File: config.mk
export PLATFORM = sky130hd
export DESIGN_NAME = mem_arbiter
export DESIGN_NICKNAME = d
export VERILOG_FILES = /design/src/rtl/mem_pkg.sv /design/src/rtl/arb_rr2.sv /design/src/rtl/mem_arbiter.sv
export SDC_FILE = /design/constraint.sdc
export NUM_CORES = 1
export LEC_CHECK = 0
export CAP_MARGIN = 0
export CORE_AREA = 2 2 121 123
export CTS_BUF_LIST = sky130_fd_sc_hd__clkbuf_8
export DETAILED_ROUTE_END_ITERATION = 8
export DIE_AREA = 0 0 123 125
export MAX_ROUTING_LAYER = met4
export PLACE_DENSITY = 0.88
export SYNTH_ARGS = -nofsm -noshare
export SYNTH_HDL_FRONTEND = slang
export SYNTH_HIERARCHICAL = 1
export SYNTH_SLANG_ARGS = --single-unit
export TNS_END_PERCENT = 50
File: constraint.sdc
create_clock -name clk -period 4.5 [get_ports clk]
set_input_delay 0.9 -clock clk [delete_from_list [all_inputs] [get_ports clk]]
set_output_delay 0.9 -clock clk [all_outputs]
set_load 0.05 [all_outputs]
File: src/rtl/mem_pkg.sv
// Shared types and constants for the memory arbiter and memory block.
// No ports: FSM states, port ids, RV funct3 codes, memory map.
package mem_pkg;

  typedef enum logic [1:0] {
    IDLE,
    ARM,
    WAIT,
    RELEASE
  } arb_state_t;

  typedef enum logic {
    PORT_I,
    PORT_D
  } port_t;

  localparam logic [2:0] FUNCT3_B  = 3'b000;
  localparam logic [2:0] FUNCT3_H  = 3'b001;
  localparam logic [2:0] FUNCT3_W  = 3'b010;
  localparam logic [2:0] FUNCT3_BU = 3'b100;
  localparam logic [2:0] FUNCT3_HU = 3'b101;
  localparam logic [2:0] FUNCT3_LW = FUNCT3_W;

  localparam logic [31:0] SRAM_BASE = 32'h0000_0000;
  localparam logic [31:0] GPIO_ADDR = 32'h0080_0000;
  localparam logic [31:0] SPI_BASE  = 32'h0081_0000;
  localparam logic [31:0] I2C_BASE  = 32'h0082_0000;
  localparam logic [31:0] UART_BASE = 32'h0083_0000;
  localparam logic [31:0] CTRL_BASE = 32'h0084_0000;

endpackage

File: src/rtl/arb_rr2.sv
// Two-way grant for fetch (I) and load/store (D) requests.
// In: req_i, req_d, last_grant. Out: one-hot gnt_i / gnt_d (combinational).
module arb_rr2
  import mem_pkg::*;
#(
  parameter int D_PRIORITY = 1
) (
  input  logic  req_i,
  input  logic  req_d,
  input  port_t last_grant,
  output logic  gnt_i,
  output logic  gnt_d
);

  logic tie_d;

  // With only two ports, D-preferred round-robin and
  // strict alternation both hand a tie to the port not served last.
  always_comb begin
    if (D_PRIORITY != 0)
      tie_d = (last_grant != PORT_D);
    else
      tie_d = (last_grant == PORT_I);
    gnt_d = req_d & (~req_i | tie_d);
    gnt_i = req_i & ~gnt_d;
  end

endmodule

File: src/rtl/mem_arbiter.sv
// Sequencer sharing one memory block between fetch (I) and LSU (D), with watchdog.
// Ports: I/D request+response channels, registered mem_* request, mem_* status in.
module mem_arbiter
  import mem_pkg::*;
#(
  parameter int TIMEOUT_CYCLES = 65535,
  parameter int D_PRIORITY     = 1
) (
  input  logic        clk,
  input  logic        reset,
  input  logic        i_req,
  input  logic [31:0] i_addr,
  output logic        i_ready,
  output logic        i_rsp_valid,
  output logic [31:0] i_rdata,
  output logic        i_fault,
  input  logic        d_req,
  input  logic        d_we,
  input  logic [2:0]  d_funct3,
  input  logic [31:0] d_addr,
  input  logic [31:0] d_wdata,
  output logic        d_ready,
  output logic        d_rsp_valid,
  output logic [31:0] d_rdata,
  output logic        d_fault,
  output logic        d_timeout,
  output logic        mem_ce,
  output logic [2:0]  mem_funct3,
  output logic [31:0] mem_addr,
  output logic [31:0] mem_datain,
  output logic        mem_memwrite,
  input  logic [31:0] mem_dataout,
  input  logic        mem_busy,
  input  logic        mem_valid,
  input  logic        mem_fault
);

  localparam logic [15:0] WD_LIMIT = 16'(TIMEOUT_CYCLES);
  localparam bit          WD_ON    = (TIMEOUT_CYCLES != 0);

  arb_state_t  state;
  port_t       last_grant;
  logic [15:0] wd_cnt;
  logic [15:0] wd_nxt;
  logic        wd_hit;
  logic        gnt_i;
  logic        gnt_d;
  logic        done;
  logic        r_fault;
  logic        r_to;
  logic [31:0] r_data;

  arb_rr2 #(
    .D_PRIORITY(D_PRIORITY)
  ) u_rr (
    .req_i     (i_req),
    .req_d     (d_req),
    .last_grant(last_grant),
    .gnt_i     (gnt_i),
    .gnt_d     (gnt_d)
  );

  // Fault, valid and store-done all end the access; a read
  // never ends on busy falling alone.
  always_comb begin
    wd_nxt  = (&wd_cnt) ? wd_cnt : wd_cnt + 16'd1;
    wd_hit  = WD_ON && (wd_nxt == WD_LIMIT);
    done    = mem_fault | mem_valid
            | (~mem_busy & mem_memwrite);
    r_fault = done ? mem_fault : 1'b1;
    r_data  = done ? mem_dataout : 32'd0;
    r_to    = ~done;
  end

  always_ff @(posedge clk or negedge reset) begin
    if (!reset) begin
      state        <= IDLE;
      last_grant   <= PORT_I;
      wd_cnt       <= '0;
      mem_ce       <= 1'b1;
      mem_funct3   <= '0;
      mem_addr     <= '0;
      mem_datain   <= '0;
      mem_memwrite <= 1'b0;
      i_ready      <= 1'b0;
      i_rsp_valid  <= 1'b0;
      i_rdata      <= '0;
      i_fault      <= 1'b0;
      d_ready      <= 1'b0;
      d_rsp_valid  <= 1'b0;
      d_rdata      <= '0;
      d_fault      <= 1'b0;
      d_timeout    <= 1'b0;
    end else begin
      i_ready     <= 1'b0;
      i_rsp_valid <= 1'b0;
      i_fault     <= 1'b0;
      d_ready     <= 1'b0;
      d_rsp_valid <= 1'b0;
      d_fault     <= 1'b0;
      d_timeout   <= 1'b0;
      unique case (state)
        IDLE: begin
          if (gnt_i | gnt_d) begin
            last_grant   <= gnt_d ? PORT_D : PORT_I;
            mem_funct3   <= gnt_d ? d_funct3 : FUNCT3_LW;
            mem_addr     <= gnt_d ? d_addr : i_addr;
            mem_datain   <= gnt_d ? d_wdata : 32'd0;
            mem_memwrite <= gnt_d & d_we;
            i_ready      <= gnt_i;
            d_ready      <= gnt_d;
            mem_ce       <= 1'b0;
            state        <= ARM;
          end
        end
        ARM: begin
          wd_cnt <= '0;
          state  <= WAIT;
        end
        WAIT: begin
          if (done | wd_hit) begin
            if (last_grant == PORT_D) begin
              d_rsp_valid <= 1'b1;
              d_fault     <= r_fault;
              d_rdata     <= r_data;
            end else begin
              i_rsp_valid <= 1'b1;
              i_fault     <= r_fault;
              i_rdata     <= r_data;
            end
            d_timeout <= r_to;
            mem_ce    <= 1'b1;
            state     <= RELEASE;
          end else begin
            wd_cnt <= wd_nxt;
          end
        end
        RELEASE: state <= IDLE;
        default: state <= IDLE;
      endcase
    end
  end

endmodule

Word level (Yosys, flattened, before mapping)
Index checks and enable logic that the tools add are counted.
Operators by class
  add/sub/neg operators: 1
  equal/unequal tests: 7
  muxes and demuxes: 33
  bitwise gates (word level): 14
  reductions and logical operators: 10
Operators with widths (number)
  32-bit two-way mux: 3
  16-bit two-way mux: 2
  16-bit one-hot mux with 2 select lines: 1
  1-bit two-way mux: 22
  16-bit by 1-bit adder with 16-bit output (second input constant): 1
  16-bit == test (second input constant): 1
  16-bit AND reduction: 1
  3-bit AND reduction: 3
  2-bit one-hot mux with 4 select lines: 1
  2-bit != test (second input constant): 3
  2-bit AND reduction: 3
  1-bit inverter: 5
  1-bit OR: 5
  1-bit bitwise AND: 4
  2-bit == test (second input constant): 2
  2-bit two-way mux: 2
  2-bit nonzero test: 2
  3-bit two-way mux: 1
  2-bit by 1-bit == test with 1-bit output (second input constant): 1
  2-bit zero test: 1
  1-bit one-hot mux with 2 select lines: 1
Word-level totals
  flip-flop bits (word level): 159

Longest topological paths before layout
  depth after elaboration: 8
  depth in mapped cells: 12

Hierarchy
The synthesis kept the hierarchy.
By module, submodules not included
  mem_arbiter: instances 1, cells an instance 553, area an instance 6610.1 um^2, sequential area each 3980.1 um^2
  arb_rr2: instances 1, cells an instance 3, area an instance 18.8 um^2, sequential area each 0.0 um^2

Worst setup path before layout
OpenSTA, ideal clock, no wires.
  kind: register to register
  start point: register wd_cnt[0]
  end point: register i_rdata[0]
  library setup time: 121 ps
  arrival time: 2442 ps
  required time: 4379 ps
  setup slack: 1937 ps
  cell stages (with the launch flop): 13
  path through: dfrtp_1 -> ha_1 -> buf_2 -> and4_1 -> buf_2 -> a41oi_1 -> or3_1 -> a21oi_1 -> nand4_1 -> buf_2 -> a21o_4 -> buf_6 -> a22o_1
On the way
  longest elaborated chain between the ends: 5
RTL lines
  start: declaration: RTL line mem_arbiter.sv:43  | logic [15:0] wd_cnt;
  start signal: assignment: RTL line mem_arbiter.sv:135  | wd_cnt <= wd_nxt;
  16-bit by 1-bit adder with 16-bit output / 16-bit AND reduction (equally long branches): RTL line mem_arbiter.sv:66  | wd_nxt = (&wd_cnt) ? wd_cnt : wd_cnt + 16'd1;
  16-bit two-way mux *: RTL line mem_arbiter.sv:66
  16-bit == test *: RTL line mem_arbiter.sv:67  | wd_hit = WD_ON && (wd_nxt == WD_LIMIT);
  1-bit OR *: RTL line mem_arbiter.sv:121  | if (done | wd_hit) begin
  3-bit AND reduction (no line) *
  end signal: assignment: RTL line mem_arbiter.sv:129  | i_rdata <= r_data;
  end: declaration: RTL line mem_arbiter.sv:15  | output logic [31:0] i_rdata,
Mark *: on every way between the ends. The rest lies on a longest branch, timed or not.
A chain may end at the register's enable or synchronous reset.

Worst setup path after layout
  start point: register wd_cnt[0]
  end point: register d_rdata[31]
On the way
  longest elaborated chain between the ends: 5
RTL lines
  16-bit by 1-bit adder with 16-bit output / 16-bit AND reduction (equally long branches): RTL line mem_arbiter.sv:66
  16-bit two-way mux *: RTL line mem_arbiter.sv:66
  16-bit == test *: RTL line mem_arbiter.sv:67
  1-bit OR *: RTL line mem_arbiter.sv:121
  3-bit AND reduction (no line) *
  end signal: assignment: RTL line mem_arbiter.sv:125  | d_rdata <= r_data;
  end: declaration: RTL line mem_arbiter.sv:24  | output logic [31:0] d_rdata,
Marks and branches as above.

==> results.sh <==
export IMPL_cts_sinks=159
export IMPL_avgSynthCellArea_sq_um=11.9
export IMPL_die_height_um=125
export IMPL_worst_setup_path_end_kind="flop"
export IMPL_yosys_warnings=6
export IMPL_setup_violations=0
export IMPL_synth_area_sq_um=6630
export IMPL_yosys_cell_types_count=50
export IMPL_initial_core_util=0.467
export IMPL_cts_resized=0
export IMPL_clock_latency_ns=0.45
export IMPL_grt_pass1_wl_mm=31.5
export IMPL_grt_max_degree=114
export IMPL_post_cts_setup_buffers=0
export IMPL_slew_headroom=0.312
export IMPL_slew_viol_final=0
export IMPL_vias=5621
export IMPL_io_buffers=278
export IMPL_holdWs_ns=0.479
export IMPL_synth_edff_count=0
export IMPL_max_freq_mhz=298
export IMPL_async_reset_ff_frac=1.00
export IMPL_final_cell_mix="clkdlybuf4s50_1 (277), dfrtp_1 (158), a22o_1 (99)"
export IMPL_start_kind="flop"
export IMPL_wl_per_cell_um=19.5
export IMPL_place_congestion=0.860
export IMPL_syn_nets=699
export IMPL_finalSetupTns_ns=0
export IMPL_drtAntennaViolNets=0
export IMPL_crit_arrival_ns=3.70
export IMPL_cts_hold_buf=0
export IMPL_cts_tree="built"
export IMPL_die_area_sq_um=15400
export IMPL_cap_violations=0
export IMPL_firstDrtPassIters=5
export IMPL_path_clk_slew_ns=0.08
export IMPL_period_share=0.747
export IMPL_rsz0062_at_grt="no"
export IMPL_track_usage=0.275
export IMPL_syn_inst=556
export IMPL_drive_gt1_frac=0.0580
export IMPL_diodes=0
export IMPL_drt_initial_drc_count=387
export IMPL_min_period_ns=3.36
export IMPL_numCtsBuffers=17
export IMPL_tightest_slew_ns=1.03
export IMPL_crit_fanout=33
export IMPL_die_width_um=123
export IMPL_worstPathRequired_ns=4.84
export IMPL_wl_mm=19.7
export IMPL_skew_ns=0.0143
export IMPL_viasPerCell=5.55
export IMPL_core_sq_um=14200
export IMPL_ys_flop_type="dfrtp_1"
export IMPL_cts_max_level=4
export IMPL_yosys_register_bits=159
export IMPL_drc=0
export IMPL_p_leak_uw=0.00432
export IMPL_hpwlAfterDp_mm=14.5
export IMPL_crit_type="flop to flop"
export IMPL_status="finished, final reports clean"
export IMPL_hp_class="flop to flop"
export IMPL_gr_total_overflow=0
export IMPL_clockBufferDepth=2
export IMPL_antenna_found_initial=0
export IMPL_root_buffer="clkbuf_8"
export IMPL_final_common_cell="clkdlybuf4s50_1"
export IMPL_hold_viol=0
export IMPL_layout_nets=958
export IMPL_fin_util=0.700
export IMPL_grt_pass1_vias=5903
export IMPL_syn_to_final_growth_pct=49.9
export IMPL_p_per_area_nw_per_um2=800
export IMPL_max_vdd_ir_drop_mv=0.495
export IMPL_rows=44
export IMPL_io_pins=279
export IMPL_yosysSeqAreaShare=0.600
cells in the mapped netlist (all sizes together) (4+ instances only):
library cell / number / area share
nand4: 8 / 0.0076
o21ai: 40 / 0.030
a31oi: 5 / 0.0047
nand3: 9 / 0.0076
o31ai: 4 / 0.0045
a21oi: 6 / 0.0045
clkbuf: 31 / 0.018
and4: 5 / 0.0066
buf: 15 / 0.013
and2: 6 / 0.0057
nand2: 50 / 0.028
ha: 4 / 0.0076
inv: 8 / 0.0045
a211oi: 4 / 0.0045
nor2: 21 / 0.012
nor3: 4 / 0.0030
a22o: 99 / 0.13
mux2i: 37 / 0.056
dfrtp: 158 / 0.60
power breakdown:
part | leakage (uW) | total, uW | switching [uW] | internal (uW)
registers | 0.00202 | 2380 | 367 | 2020
logic | 0.00209 | 4510 | 2940 | 1570
clock network | 0.000211 | 1060 | 511 | 548
through the flow:
stage	setup WS [ns]	instance area [sq um]	total power, uW	cells
floorplan	1.94	6630	5260	556
global placement	1.23	9540	6790	980
detailed placement	1.10	9540	6900	980
CTS	1.18	9940	7980	1012
global route	0.949	9940	8290	1012
finish	1.14	9940	7950	1012
flip-flops by register name, indices dropped and copies added (netlist names):
register and flops:
d_rdata 32, wd_cnt 16, d_timeout 1, state 2
i_fault 1, mem_datain 32, d_fault 1, last_grant 1
i_rsp_valid 1, mem_addr 32, d_ready 1, i_rdata 32
mem_ce 1, d_rsp_valid 1, i_ready 1, mem_funct3 3
mem_memwrite 1
cell type report:
type | instances | area [sq um]
flip-flops and latches | 159 | 3980
inverters | 8 | 30.0
well taps | 184 | 230
repair buffers | 286 | 2860
clock buffers | 21 | 289
fillers | 962 | 4260
clock inverters | 11 | 115
multi-input cells | 343 | 2440
worst max-delay path, cell delays in order (launching register included):
cell and delay, ns:
dfrtp_1 0.44, ha_1 0.39, nand2_1 0.16, or4_1 0.41, a31oi_1 0.29, a41o_1 0.24, nand4_1 0.44, a21o_1 0.33
buf_4 0.24, a22o_1 0.29
final timing paths:
kind                                                from                  endpoint  slack (ns)  cells after the start
worst max-delay path               wd_cnt[0]$_DFFE_PN0P_   d_rdata[31]$_DFFE_PN0P_        1.14                      9
worst min-delay path            mem_addr[20]$_DFFE_PN0P_  mem_addr[20]$_DFFE_PN0P_        0.48                      2
worst max register to register     wd_cnt[0]$_DFFE_PN0P_   d_rdata[31]$_DFFE_PN0P_        1.14                      9
worst min register to register  mem_addr[20]$_DFFE_PN0P_  mem_addr[20]$_DFFE_PN0P_        0.48                      2
max in group asynchronous                          reset        mem_ce$_DFFE_PN1P_        2.95                      2
min in group asynchronous                          reset  mem_addr[30]$_DFFE_PN0P_        0.56                      1
metal layers:
layer	share of wire	wire (um)	GRT usage
met4	0.033	657	0.108
met1	0.39	7690	0.337
met5	0	0	-
met3	0.061	1200	0.0639
met2	0.52	10200	0.440
logic make-up after synthesis:
logic type,share of synthesized area
multiplexers,0.0576
AND/OR/NAND/NOR,0.0904
XOR/XNOR,0.00396
flip-flops,0.600
buffers and inverters,0.0353
adder cells (fa/ha/maj),0.00755
AO/OA/AOI/OAI,0.205
Power figures use the tool's default switching activity.
